### src/rtl/norm_pkg.sv
// Shared types and helpers for the sequential normalisers.
package norm_pkg;

   typedef enum logic [1:0] {
      IDLE  = 2'd0,
      SHIFT = 2'd1,
      DONE  = 2'd2
   } norm_state_t;

   // Signed shift-count width: wide enough for +/-(width-1)
   function automatic int cnt_width(input int width);
      return $clog2(width) + 1;
   endfunction

   // Leading zeros of the low `step` bits of win, scanning from bit step-1
   // downwards; returns step when those bits are all zero.
   function automatic int unsigned lz_window(input logic [63:0] win,
                                             input int unsigned step);
      int unsigned n;
      logic        found;
      logic [63:0] tmp;
      n     = 0;
      found = 1'b0;
      for (int unsigned i = 0; i < step; i++) begin
         tmp = win >> (step - 1 - i);
         if (!found) begin
            if (tmp[0]) found = 1'b1;
            else        n++;
         end
      end
      return n;
   endfunction

endpackage

### src/rtl/lzc_window.sv
// Combinational leading-zero count over a STEP-bit slice (0..STEP).
module lzc_window
   import norm_pkg::*;
#(
   parameter  int STEP = 1,
   localparam int KW   = $clog2(STEP + 1)
) (
   input  logic [STEP-1:0] win,
   output logic [KW-1:0]   k
);

   // Count zeros from the top of the slice down to the first one
   always_comb begin
      k = KW'(lz_window(64'(win), STEP));
   end

endmodule

### src/rtl/norm_shift_seq.sv
// Sequential normaliser: moves the leading one of an operand to MSB_POS,
// left by up to STEP bits per cycle, right by one bit per cycle.
module norm_shift_seq
   import norm_pkg::*;
#(
   parameter  int WIDTH   = 32,
   parameter  int MSB_POS = 23,
   parameter  int STEP    = 1,
   localparam int CNT_W   = cnt_width(WIDTH)
) (
   input  logic             clk,
   input  logic             rst,
   input  logic             in_valid,
   output logic             in_ready,
   input  logic [WIDTH-1:0] a,
   output logic             out_valid,
   input  logic             out_ready,
   output logic [WIDTH-1:0] x,
   output logic [CNT_W-1:0] s,
   output logic             zero
);

   localparam int KW = $clog2(STEP + 1);

   norm_state_t      state;
   logic [KW-1:0]    k;
   logic             above;
   logic [WIDTH-1:0] x_shl;

   lzc_window #(
      .STEP(STEP)
   ) u_lzc (
      .win(x[MSB_POS -: STEP]),
      .k  (k)
   );

   // Overflow detection and the left-shifted candidate for this cycle
   always_comb begin
      above = |(x >> (MSB_POS + 1));
      x_shl = x << k;
   end

   // Handshake FSM and shift datapath with registered outputs
   always_ff @(posedge clk) begin
      if (rst) begin
         state     <= IDLE;
         x         <= '0;
         s         <= '0;
         zero      <= 1'b0;
         out_valid <= 1'b0;
         in_ready  <= 1'b1;
      end else begin
         case (state)
            IDLE: begin
               if (in_valid) begin
                  x        <= a;
                  s        <= '0;
                  zero     <= 1'b0;
                  in_ready <= 1'b0;
                  state    <= SHIFT;
               end
            end
            SHIFT: begin
               if (x == '0) begin
                  zero      <= 1'b1;
                  out_valid <= 1'b1;
                  state     <= DONE;
               end else if (above) begin
                  x <= x >> 1;
                  s <= s - CNT_W'(1);
               end else if (x[MSB_POS]) begin
                  out_valid <= 1'b1;
                  state     <= DONE;
               end else begin
                  x <= x_shl;
                  s <= s + CNT_W'(k);
               end
            end
            DONE: begin
               if (out_ready) begin
                  out_valid <= 1'b0;
                  in_ready  <= 1'b1;
                  state     <= IDLE;
               end
            end
            default: begin
               out_valid <= 1'b0;
               in_ready  <= 1'b1;
               state     <= IDLE;
            end
         endcase
      end
   end

endmodule

### config.mk
export PLATFORM = sky130hd
export DESIGN_NAME = norm_shift_seq
export DESIGN_NICKNAME = d
export VERILOG_FILES = /design/src/rtl/norm_pkg.sv /design/src/rtl/lzc_window.sv /design/src/rtl/norm_shift_seq.sv
export SDC_FILE = /design/constraint.sdc
export NUM_CORES = 1
export LEC_CHECK = 0
export CAP_MARGIN = 20
export CORE_UTILIZATION = 46
export CTS_CLUSTER_DIAMETER = 80
export DETAILED_ROUTE_END_ITERATION = 6
export PLACE_DENSITY_LB_ADDON = 0.2
export SETUP_SLACK_MARGIN = 0.2
export SYNTH_ARGS = -nofsm -noshare
export SYNTH_HDL_FRONTEND = slang
export SYNTH_SLANG_ARGS = --single-unit
### constraint.sdc
create_clock -name clk -period 2.9 [get_ports clk]
set_input_delay 0.29 -clock clk [delete_from_list [all_inputs] [get_ports clk]]
set_output_delay 0.29 -clock clk [all_outputs]
set_load 0.01 [all_outputs]
Word-level counts from Yosys, hierarchy flattened
Cells that the tools add are included.
{ "word_totals": {"reg_bits": 43, "in_bits": 36, "elab_cells": 58} }
{ "classes": {"n_addsub": 2, "n_eq_ne": 9, "shift": 1, "muxes": 27, "bitwise": 2, "reduce_logical": 10} }
{ "ops": {"columns": ["op", "n"], "rows": [
  ["32-bit two-way mux", 4],
  ["32-bit case mux with 2 select lines", 1],
  ["32-bit zero test", 1],
  ["32-bit by 1-bit << shifter with 32-bit output", 1],
  ["6-bit two-way mux", 4],
  ["6-bit case mux with 2 select lines", 1],
  ["4-bit AND reduction", 3],
  ["2-bit two-way mux", 5],
  ["3-bit inequality test (second input constant)", 3],
  ["3-bit AND reduction", 3],
  ["1-bit two-way mux", 8],
  ["2-bit inequality test (second input constant)", 4],
  ["8-bit OR reduction", 1],
  ["6-bit by 1-bit adder with 6-bit output", 1],
  ["1-bit case mux with 3 select lines", 2],
  ["2-bit case mux with 3 select lines", 1],
  ["6-bit by 1-bit subtractor with 6-bit output (second input constant)", 1],
  ["2-bit by 1-bit equality test with 1-bit output (second input constant)", 1],
  ["2-bit equality test (second input constant)", 1],
  ["2-bit zero test", 1],
  ["1-bit inverter", 2],
  ["1-bit case mux with 2 select lines", 1],
  ["2-bit nonzero test", 1]
]} }

Longest topological paths before layout
{ "logic_depth": {"depth_word": 6, "ltp_mapped": 11} }

By module
A second synthesis with hierarchy kept.
{ "hier_totals": {"hier_cells": 283, "area_unflattened_um2": 2269.7} }
{ "modules_own_cells": {"columns": ["mod", "instances", "cells_each", "area_per_inst_um2", "seq_area_each_um2"], "rows": [
  ["norm_shift_seq", 1, 282, 2265.9, 860.8],
  ["lzc_window", 1, 1, 3.8, 0.0]
]} }

Least setup slack after synthesis
No wires, ideal clock.
{ "synth_path": {"path_type": "reg2reg", "start": "register x[27]", "end": "register s[5]", "arrival_time_ns": 2.247, "required_time_ns": 2.821, "path_slack_ns": 0.574, "stages_incl_launch_ff": 9, "n_path_buf": 0, "synth_period_minus_slack_ns": 2.326, "cell_sequence": "dfxtp_1 > nor4_4 > nand3_2 > ha_1 > o21a_1 > o31a_1 > o22ai_1 > or4_1 > o211ai_1"} }
{ "synth_via": {"elab_chain_cells": 4} }
{ "synth_rtl": {"columns": ["item", "line_no", "source"], "rows": [
  ["start: declaration", "norm_shift_seq.sv:18", "output logic [WIDTH-1:0] x,"],
  ["start signal: assignment", "norm_shift_seq.sv:69", "x <= x >> 1;"],
  ["start signal: assignment", "norm_shift_seq.sv:75", "x <= x_shl;"],
  ["8-bit OR reduction", "norm_shift_seq.sv:39", "above = |(x >> (MSB_POS + 1));"],
  ["6-bit two-way mux", "norm_shift_seq.sv:68", "end else if (above) begin"],
  ["6-bit two-way mux", "norm_shift_seq.sv:64", "if (x == '0) begin"],
  ["6-bit case mux with 2 select lines", "norm_shift_seq.sv:53", "case (state)"],
  ["end signal: assignment", "norm_shift_seq.sv:70", "s <= s - CNT_W'(1);"],
  ["end signal: assignment", "norm_shift_seq.sv:76", "s <= s + CNT_W'(k);"],
  ["end: declaration", "norm_shift_seq.sv:19", "output logic [CNT_W-1:0] s,"]
]} }
Parallel ways exist; a longest one is shown, timed or not. The select of a mux whose other input is x is not followed.
A chain may end at the register's enable or synchronous reset.

Worst setup path after layout
Ends and elaborated chain as after synthesis.

==> impl_results.md <==
- Min cycle time layout: 2452 ps
- Die height: 74.44 um
- Layout Nets: about 360
- Share of cells above drive strength 1: 0.09907
- Critical path required time: 3120 ps
- CP endpoint kind: flip-flop
- Most frequent cells in the layout: 76 x clkdlybuf4s50_1, 43 x dfxtp_1, 32 x nor3_1
- Final Slew Violations: 0
- Status: finished, final reports clean
- Synth Register Bits: 43
- Final setup fails: 0
- Total design power: 1.796 mW
- Post_cts resized: 0
- Highest clock rate: between 0.4 and 0.5 GHz
- Syn Inst Count: 256
- Drt drc: 0
- Top Ports: 77
- GRT Util Overall: 0.2642
- Initial core utilization: 0.4946
- # Max-Cap Violations: 0
- Synthesized area: about 2400 um2
- EDFF count, synth: 0
- 1st-pass router iterations: 7
- Die area: 5541 um2
- Hold slack: 481.1 ps
- CP Cell Sequence: nor4_4 -> nand3_4 -> ha_1 -> o21a_1 -> o31a_1 -> o22ai_1 -> or4_1 -> o211ai_1
- Worst hold path class: reg2reg
- WP buf/inv: 0
- Synth Net Count: 298
- Largest net degree at the start of global routing: 40
- Clock Skew: 4.000 ps
- Max rail drop VDD: ~0.00028 V
- CP Class: reg2reg
- Grt total ovfl: 0
- CTS Root Cell: clkbuf_8
- Gpl congestion: 0.9032
- Sum Neg Setup Slack: 0 ps
- RSZ-0062 raised after global routing: false
- Final wirelength: 6954 um
- Yosys cell types: 54
- Async SR Flop Fraction: 0
- Leakage: 1.169 nW
- Worst-path clk slew: 80 ps
- Worst Path Arrival: 2670 ps
- Crit start category: flip-flop
- Slowest CP cell: or4_1
- Via/cell ratio: 6.397
- Initial antenna violation count: 0
- IO Port Bufs: 76
- CTS Hold Bufs: 0
- Clock latency on the worst-skew pair: 290 ps
- Total core area: 4880 um2
- Most common cell after layout, fill and taps aside: clkdlybuf4s50_1
- Vias: 2495
- Postcts setup bufs: 0
- Seq/Total Area, Yosys: 0.3567
- First-pass GRT wire length: 11400 um
- Diodes inserted: 0
- H-tree depth: 2
- Post-Route Utilization: 0.6692
- Crit path largest cell delay: 490 ps
- CTS max path bufs: 2
- CTS tree: done
- Cts bufs inserted: 5
- Crit-path leading delay family: simple AND/OR/NAND/NOR gates
- DRT antenna net count: 0
- Warnings, synthesis: 0
- Crit Path Max Fanout: 9
- Rows: 25
- Synthesis-to-finish area growth: 35.30%
- Ys flop type: dfxtp_1
- Worst-Margin Slew: 555.4 ps
- PD cells: 549.9 nW/um2
- Clk sinks: 43
- Final HPWL DP: roughly 4800 um
- Vias in the first global route: about 2.3k
- Die Width: around 74 um
- Max_slew headroom: 0.6289
- Wire per inst: 17.83 um
- 1st-iter DRT viols: 403
- Syn avg cell area: 9.428 um2
- Final Hold Vio Count: 0
- Final period util: 0.8454
-- logic make-up (layout without fill, tap and decap cells) --
| family | count (synthesis) | after routing | share of synthesized area |
|---|---|---|---|
| compound gates | 91 | 91 | 0.3131 |
| simple gates | 76 | 76 | 0.1887 |
| flops | 43 | 43 | 0.3567 |
| buf+inv | 30 | 97 | 0.06635 |
| mux | 8 | 8 | 0.03370 |
| fa+ha+maj | 6 | 6 | 0.03421 |
| xor+xnor | 2 | 2 | 0.007259 |
-- worst register-to-register path, stage by stage (launching register included) --
cell and delay, ps:
dfxtp_1 360, nor4_4 410, nand3_4 210, ha_1 400, o21a_1 140, o31a_1 150, o22ai_1 120, or4_1 490
o211ai_1 100
-- synth_stat cells, types with 2 or more instances --
cell type | number | share of area
clkbuf_1 | 7 | 0.011
and4_1 | 2 | 0.0073
nor4_1 | 6 | 0.016
nor2_1 | 7 | 0.011
mux2i_1 | 7 | 0.029
o31ai_1 | 2 | 0.0062
nor2b_1 | 2 | 0.0052
or2_2 | 2 | 0.0052
a21oi_1 | 6 | 0.012
a222oi_1 | 21 | 0.087
nand3_1 | 3 | 0.0062
a41o_1 | 4 | 0.017
nand4_1 | 3 | 0.0078
buf_6 | 3 | 0.014
nand2b_1 | 2 | 0.0052
a21o_1 | 2 | 0.0062
o22ai_1 | 2 | 0.0052
dfxtp_1 | 43 | 0.36
a211oi_2 | 4 | 0.021
inv_1 | 4 | 0.0062
o211ai_1 | 4 | 0.012
o21a_1 | 3 | 0.0093
buf_2 | 11 | 0.023
a211oi_1 | 27 | 0.084
nor3_1 | 32 | 0.066
nor4_4 | 2 | 0.018
o21ai_0 | 6 | 0.012
or3_1 | 2 | 0.0052
nand2_1 | 5 | 0.0078
ha_1 | 5 | 0.026
a22oi_1 | 2 | 0.0062
buf_4 | 3 | 0.0093
-- stage by stage --
step,cell area (um2),instances,setup WS [ps]
2_1_floorplan,2414,256,574.5
3_3_place_gp,3177,382,468.0
3_5_place_dp,3177,382,360.8
4_1_cts,3258,390,342.6
5_1_grt,3266,390,283.8
6_report,3266,390,448.2
-- path summary, 6_finish.rpt --
| check | from | to | slack (ps) | cells after the start |
|---|---|---|---|---|
| min reg2reg | zero | zero | 480 | 2 |
| max reg2reg | x[27] | s[5] | 450 | 8 |
| max | x[27] | s[5] | 450 | 8 |
| min | zero | zero | 480 | 2 |
-- flip-flops by register name, indices dropped and copies added (netlist names) --
register / count
out_valid: 1
in_ready: 1
zero: 1
state: 2
x: 32
s: 6
-- per-layer routing --
layer  up-vias  track usage  part of all wire
met5         -            0                 0
met4         0      0.07547            0.0059
met3         5      0.04743             0.068
met2       102       0.4094              0.48
met1      1206       0.3756              0.45
li1       1182            -                 -
-- area by class of cell --
class / count / area [um2]
clock buffer: 7 / 76.32
clock inverter: 1 / 5.005
fill: 439 / 1614
inverter: 5 / 18.77
multi-input combinational: 183 / 1400
sequential: 43 / 860.8
tap: 67 / 83.83
timing repair buffer: 84 / 820.8
-- power breakdown --
group,internal (mW),switching (mW),leakage [nW]
Combinational,0.338,0.330,0.771
Sequential,0.661,0.0988,0.356
Clock,0.169,0.198,0.0422
(Power assumes the default switching activity.)
